<file path="config.mk">
export PLATFORM = sky130hd
export DESIGN_NAME = alu_cmd_sequencer
export DESIGN_NICKNAME = d
export VERILOG_FILES = /design/src/rtl/alu_cmd_pkg.sv /design/src/rtl/alu_cmd_regfile.sv /design/src/rtl/alu_cmd_sequencer.sv
export SDC_FILE = /design/constraint.sdc
export NUM_CORES = 1
export LEC_CHECK = 0
export ABC_CLOCK_PERIOD_IN_PS = 5130
export BUFFER_PORTS_ARGS = -buffer_cell sky130_fd_sc_hd__buf_4
export CAP_MARGIN = 30
export CORE_MARGIN = 2
export CORE_UTILIZATION = 64
export CTS_BUF_LIST = sky130_fd_sc_hd__clkbuf_8
export CTS_CLUSTER_SIZE = 40
export DETAILED_ROUTE_END_ITERATION = 8
export GPL_ROUTABILITY_DRIVEN = 0
export GPL_TIMING_DRIVEN = 1
export PLACE_DENSITY = 0.95
export SYNTH_ARGS = -nofsm -noshare
export SYNTH_HDL_FRONTEND = slang
export SYNTH_SLANG_ARGS = --single-unit
</file>
<file path="constraint.sdc">
create_clock -name CLK -period 5.13 [get_ports CLK]
set_input_delay 0.513 -clock CLK [delete_from_list [all_inputs] [get_ports CLK]]
set_output_delay 0.513 -clock CLK [all_outputs]
set_load 0.02 [all_outputs]
</file>
<file path="src/rtl/alu_cmd_pkg.sv">
// Shared opcode constants, FSM state encoding and default widths for the ALU command sequencer.
package alu_cmd_pkg;

  localparam int unsigned DW_DEF      = 8;
  localparam int unsigned OW_DEF      = 4;
  localparam int unsigned AW_DEF      = 3;
  localparam int unsigned ALU_LAT_DEF = 1;

  localparam logic [3:0] OPC_LDI  = 4'h0;
  localparam logic [3:0] OPC_ZERO = 4'h1;
  localparam logic [3:0] OPC_ADD  = 4'h2;
  localparam logic [3:0] OPC_SUB  = 4'h3;
  localparam logic [3:0] OPC_XOR  = 4'h4;
  localparam logic [3:0] OPC_AND  = 4'h5;
  localparam logic [3:0] OPC_OR   = 4'h6;
  localparam logic [3:0] OPC_LAND = 4'h7;
  localparam logic [3:0] OPC_LOR  = 4'h8;
  localparam logic [3:0] OPC_INC  = 4'h9;
  localparam logic [3:0] OPC_DEC  = 4'hA;
  localparam logic [3:0] OPC_SHL  = 4'hB;
  localparam logic [3:0] OPC_SHR  = 4'hC;
  localparam logic [3:0] OPC_LNOT = 4'hD;
  localparam logic [3:0] OPC_NOT  = 4'hE;
  localparam logic [3:0] OPC_DBL  = 4'hF;

  typedef enum logic [1:0] {
    ST_IDLE = 2'd0,
    ST_EXEC = 2'd1,
    ST_RESP = 2'd2
  } state_t;

endpackage

</file>
<file path="src/rtl/alu_cmd_regfile.sv">
// Operand register file: 2**AW x DW, two async read ports, one sync write port, async active-low clear.
module alu_cmd_regfile
  import alu_cmd_pkg::*;
#(
  parameter int unsigned DW = DW_DEF,
  parameter int unsigned AW = AW_DEF
) (
  input  logic          i_clk,
  input  logic          i_rst_n,
  input  logic          i_we,
  input  logic [AW-1:0] i_waddr,
  input  logic [DW-1:0] i_wdata,
  input  logic [AW-1:0] i_raddr_a,
  input  logic [AW-1:0] i_raddr_b,
  output logic [DW-1:0] o_rdata_a,
  output logic [DW-1:0] o_rdata_b
);

  logic [DW-1:0] r_mem [2**AW];

  always_ff @(posedge i_clk or negedge i_rst_n) begin
    if (!i_rst_n) begin
      for (int unsigned i = 0; i < 2**AW; i++) r_mem[i] <= '0;
    end else if (i_we) begin
      r_mem[i_waddr] <= i_wdata;
    end
  end

  assign o_rdata_a = r_mem[i_raddr_a];
  assign o_rdata_b = r_mem[i_raddr_b];

endmodule

</file>
<file path="src/rtl/alu_cmd_sequencer.sv">
// Issues commands to an ALU of fixed latency and returns write-back results on a valid/ready port.
// Optional RES_ZF/RES_NF result flags are enabled by defining ALU_CMD_SEQUENCER_FLAGS_EN.
module alu_cmd_sequencer
  import alu_cmd_pkg::*;
#(
  parameter int unsigned DW      = DW_DEF,
  parameter int unsigned OW      = OW_DEF,
  parameter int unsigned AW      = AW_DEF,
  parameter int unsigned ALU_LAT = ALU_LAT_DEF
) (
  input  logic          CLK,
  input  logic          RST,
  input  logic          CMD_VALID,
  output logic          CMD_READY,
  input  logic [OW-1:0] CMD_OPC,
  input  logic [AW-1:0] CMD_DST,
  input  logic [AW-1:0] CMD_SRA,
  input  logic [AW-1:0] CMD_SRB,
  input  logic [DW-1:0] CMD_IMM,
  output logic          RES_VALID,
  input  logic          RES_READY,
  output logic [AW-1:0] RES_DST,
  output logic [DW-1:0] RES_DATA,
  output logic          ALU_ENA,
  output logic [OW-1:0] ALU_OPT,
  output logic [DW-1:0] ALU_RGA,
  output logic [DW-1:0] ALU_RGB,
  input  logic [DW-1:0] ALU_RGZ,
  output logic          BUSY
`ifdef ALU_CMD_SEQUENCER_FLAGS_EN
  ,
  output logic          RES_ZF,
  output logic          RES_NF
`endif
);

  localparam int unsigned CW = (ALU_LAT < 1) ? 1 : $clog2(ALU_LAT + 1);

  state_t        r_state, w_state_nxt;
  logic          r_rdy_en;
  logic [CW-1:0] r_cnt;
  logic [OW-1:0] r_opt;
  logic [AW-1:0] r_dst;
  logic [DW-1:0] r_rga, r_rgb;
  logic          r_res_valid;
  logic [AW-1:0] r_res_dst;
  logic [DW-1:0] r_res_data;
  logic          w_accept, w_ldi, w_we;
  logic [AW-1:0] w_waddr;
  logic [DW-1:0] w_wdata, w_rd_a, w_rd_b;

  alu_cmd_regfile #(.DW(DW), .AW(AW)) u_regfile (
    .i_clk     (CLK),
    .i_rst_n   (RST),
    .i_we      (w_we),
    .i_waddr   (w_waddr),
    .i_wdata   (w_wdata),
    .i_raddr_a (CMD_SRA),
    .i_raddr_b (CMD_SRB),
    .o_rdata_a (w_rd_a),
    .o_rdata_b (w_rd_b)
  );

  // r_rdy_en keeps CMD_READY low until the first edge after reset release.
  assign CMD_READY = (r_state == ST_IDLE) && r_rdy_en;
  assign ALU_ENA   = (r_state == ST_EXEC);
  assign ALU_OPT   = ALU_ENA ? r_opt : '0;
  assign ALU_RGA   = r_rga;
  assign ALU_RGB   = r_rgb;
  assign BUSY      = (r_state != ST_IDLE);
  assign RES_VALID = r_res_valid;
  assign RES_DST   = r_res_dst;
  assign RES_DATA  = r_res_data;
  assign w_ldi     = (CMD_OPC == OW'(OPC_LDI));

  always_comb begin
    w_state_nxt = r_state;
    w_accept    = 1'b0;
    w_we        = 1'b0;
    w_waddr     = CMD_DST;
    w_wdata     = CMD_IMM;
    case (r_state)
      ST_IDLE: begin
        if (CMD_VALID && CMD_READY) begin
          w_accept = 1'b1;
          if (w_ldi) begin
            w_we        = 1'b1;
            w_state_nxt = ST_RESP;
          end else begin
            w_state_nxt = ST_EXEC;
          end
        end
      end
      ST_EXEC: begin
        if (r_cnt == '0) begin
          w_we        = 1'b1;
          w_waddr     = r_dst;
          w_wdata     = ALU_RGZ;
          w_state_nxt = ST_RESP;
        end
      end
      ST_RESP: begin
        if (RES_READY) w_state_nxt = ST_IDLE;
      end
      default: w_state_nxt = ST_IDLE;
    endcase
  end

  always_ff @(posedge CLK or negedge RST) begin
    if (!RST) r_state <= ST_IDLE;
    else      r_state <= w_state_nxt;
  end

  always_ff @(posedge CLK or negedge RST) begin
    if (!RST) begin
      r_rdy_en    <= 1'b0;
      r_cnt       <= '0;
      r_opt       <= '0;
      r_dst       <= '0;
      r_rga       <= '0;
      r_rgb       <= '0;
      r_res_valid <= 1'b0;
      r_res_dst   <= '0;
      r_res_data  <= '0;
    end else begin
      r_rdy_en <= 1'b1;
      if (w_accept) begin
        r_opt <= CMD_OPC;
        r_dst <= CMD_DST;
        r_rga <= w_rd_a;
        r_rgb <= w_rd_b;
        r_cnt <= CW'(ALU_LAT);
      end else if (r_state == ST_EXEC && r_cnt != '0) begin
        r_cnt <= r_cnt - CW'(1);
      end
      if (w_we) begin
        r_res_valid <= 1'b1;
        r_res_dst   <= w_waddr;
        r_res_data  <= w_wdata;
      end else if (r_state == ST_RESP && RES_READY) begin
        r_res_valid <= 1'b0;
      end
    end
  end

`ifdef ALU_CMD_SEQUENCER_FLAGS_EN
  logic r_zf, r_nf;

  always_ff @(posedge CLK or negedge RST) begin
    if (!RST) begin
      r_zf <= 1'b0;
      r_nf <= 1'b0;
    end else if (w_we) begin
      r_zf <= (w_wdata == '0);
      r_nf <= w_wdata[DW-1];
    end
  end

  assign RES_ZF = r_zf;
  assign RES_NF = r_nf;
`endif

endmodule

</file>
==> results.ini <==
[cts]
cts_hold_buf = 0
cts_buffers = 9
clk_path_buf_depth = 2
root_buffer = clkbuf_8
cts_setup_buffers = 0
clock-sinks = 103
cts_tree = done
clock_latency_ns = 0.37
cts.htree.levels = 3
clk_pin_slew_worst_paths_ns = 0.10
cts_resized = 0

[synthesis]
synth_edf_count = 0
synthCells = 349
synthArstFlopShare_pct = 100
syn_area_per_cell_sq_um = 14.4
yosys_warnings = 0
synth_top_area_share_pct = 51.2
syn-num-nets = 382
synth_area_leaders = dfrtp_1, mux2_2, mux4_2
ys_types = 29
netlist_area_sq_mm = 0.00504
yosysMostFrequentCell = dfrtp_1
synth_top_cells_by_count = dfrtp_1, mux2_2, nor2_1
yosysSeqAreaShare_pct = 51.2
synthFlopType = dfrtp_1
ys_ff_latch = 103
yosysTopAreaCell = dfrtp_1

[setup_path]
critPathKind = reg2reg
cp_slowest_cell = mux2i_2
critPathTopFamily = multiplexers
path_max_fanout = 15
start_kind = flip-flop
required_ns = 5.39
path_buf_inv = 0
r2r_start = r_state[0]$_DFFE_PN0P_
cp_cell_sequence = nor3b_4 > mux2i_2 > nand4_2 > mux2_2
cpPeakStageDelay_ns = 0.88
critPathLaunch = r_state[0]$_DFFE_PN0P_
cp-end-kind = flip-flop
cp.arrival_ns = 3.41
r2r_slack_ns = 1.98

[power_and_ir_drop]
finalPower_mw = 3.15
p_leak_nw = 2.61
pwr_density_cell_mw_per_mm2 = 543
peakVddDrop_v = 0.000314

[sta]
min_period_over_period_pct = 61.5
clock.fmax_ghz = 0.317
hold_viol = 0
setup_ws_ns = 1.98
maxSlewHeadroom_pct = 35.6
setup_viol = 0
drv_slew = 0
fin_crit_ns = 3.15
setup_tns_ns = 0
worst_clock_skew_ns = 0.0120
worst_slew_pin_slew_ns = 0.947
rsz0062_at_grt = false

[route]
first_pass_iters = 4
drc = 0
viasPerCell = 6.35
vias = 3281
routedWlPerCell_um = 22.4
ant_nets = 0
drt-total-wl_um = 11600
first_iter_violations = 258

[finish]
n_antenna_cell = 0
nFillCells = 459
area_growth_pct = 15.2
drive_gt1_share_pct = 50.4
layout.cells.non_filler = 517
layout.nets = 443
final-seq-area_sq_mm = 0.00258
multi_input_area_sq_mm = 0.00239

[die]
start_util_pct = 65.5
rows = 32
dieArea_sq_mm = 0.00859
core_sq_mm = 0.00769
die_y_um = 92.7
die_x_um = 92.7
pin_count = 68

[grt]
antenna_found_initial = 0
grt_pass1_wl_um = 18300
grt_pass1_vias = 3382
grt_use_total_pct = 28.8
grt_max_degree = 55
grt-ovfl-total = 0

[place]
io_buffers = 67
place_ws_ns = 2.01
dp_hpwl_um = 8140
dp.cells = 501

[flow_run]
cap_violations = 0

[min_path]
hold_path_class = in2async

[run_status]
outcome = complete, no violations

cells in the final DEF, fill, tap and decap left out, types with 2 or more instances in the layout:
master    netlist  layout
nand2_1         2       2
mux2i_1        18      18
a21o_1          2       2
nor2_1         45      45
clkbuf_8        0      11
nor4_4          4       4
mux2_1          2       2
clkinv_2        0       3
mux2_2         79      79
a21oi_1        20      20
dfrtp_1       103     103
buf_4           1      69
mux4_2         32      32
inv_1           2       2
nor2b_1         2       2
nand4_2         4       4
and2_1          4       4
where the power goes:
group | total, mW | switching [mW] | internal (mW)
clock network | 0.480 | 0.278 | 0.202
registers | 1.41 | 0.251 | 1.16
logic | 1.26 | 0.613 | 0.646
total | 3.15 | 1.14 | 2.01
worst register-to-register path, cell delays in order, from the launching register on:
cell     delay [ns]
dfrtp_1        0.49
nor3b_4        0.76
mux2i_2        0.89
nand4_2        0.49
mux2_2         0.41
per-layer routing:
metal,part of all wire [%],up-vias,GRT usage (%)
met5,0,-,0
met4,4.5,0,16.3
met3,5.7,37,4.64
met2,50,128,45.6
met1,40,1698,38.6
li1,-,1418,-
flip-flops by register name (all words and copies together), names as in the netlist:
| register | flops |
|---|---|
| r_dst | 3 |
| r_cnt | 1 |
| RES_VALID | 1 |
| RES_DATA | 8 |
| r_state | 2 |
| ALU_RGA | 8 |
| r_rdy_en | 1 |
| u_regfile.r_mem | 64 |
| ALU_RGB | 8 |
| RES_DST | 3 |
| r_opt | 4 |
worst paths after layout:
check	to	cells past startpoint
worst max register to register	u_regfile.r_mem[27]$_DFFE_PN0P_	4
worst max-delay path	u_regfile.r_mem[27]$_DFFE_PN0P_	4
worst min-delay path	r_cnt$_DFFE_PN0P_	1
min in group CLK	r_opt[0]$_DFFE_PN0P_	2
worst min register to register	r_opt[1]$_DFFE_PN0P_	1
max in group asynchronous	u_regfile.r_mem[18]$_DFFE_PN0P_	2
layout make-up:
cell class	instances	share of cell area, %
Tap cell	102	2.20
Inverter	2	0.129
Clock buffer	11	2.61
Sequential cell	103	44.4
Timing Repair Buffer	69	8.93
Clock inverter	5	0.539
Multi-Input combinational cell	225	41.1
cell families (layout without fill, tap and decap cells):
| logic type | count (synthesis) | in the layout | share of synthesized area, % |
|---|---|---|---|
| flops | 103 | 103 | 51.2 |
| mux | 132 | 132 | 36.3 |
| compound gates | 26 | 26 | 2.83 |
| simple gates | 66 | 66 | 7.90 |
| buf+inv | 21 | 87 | 1.74 |
| other cells | 1 | 1 | 0.0745 |
stage by stage:
step                instance area (sq um)  hold WS, ns  util [%]
global route                         5800        0.188      75.4
detailed placement                   5620        0.488      73.1
floorplan                            5040        0.217         -
global placement                     5620        0.483      73.1
CTS                                  5800        0.167      75.4
finish                               5800        0.154      75.4
Note: power is estimated with default switching activity, not from simulation.
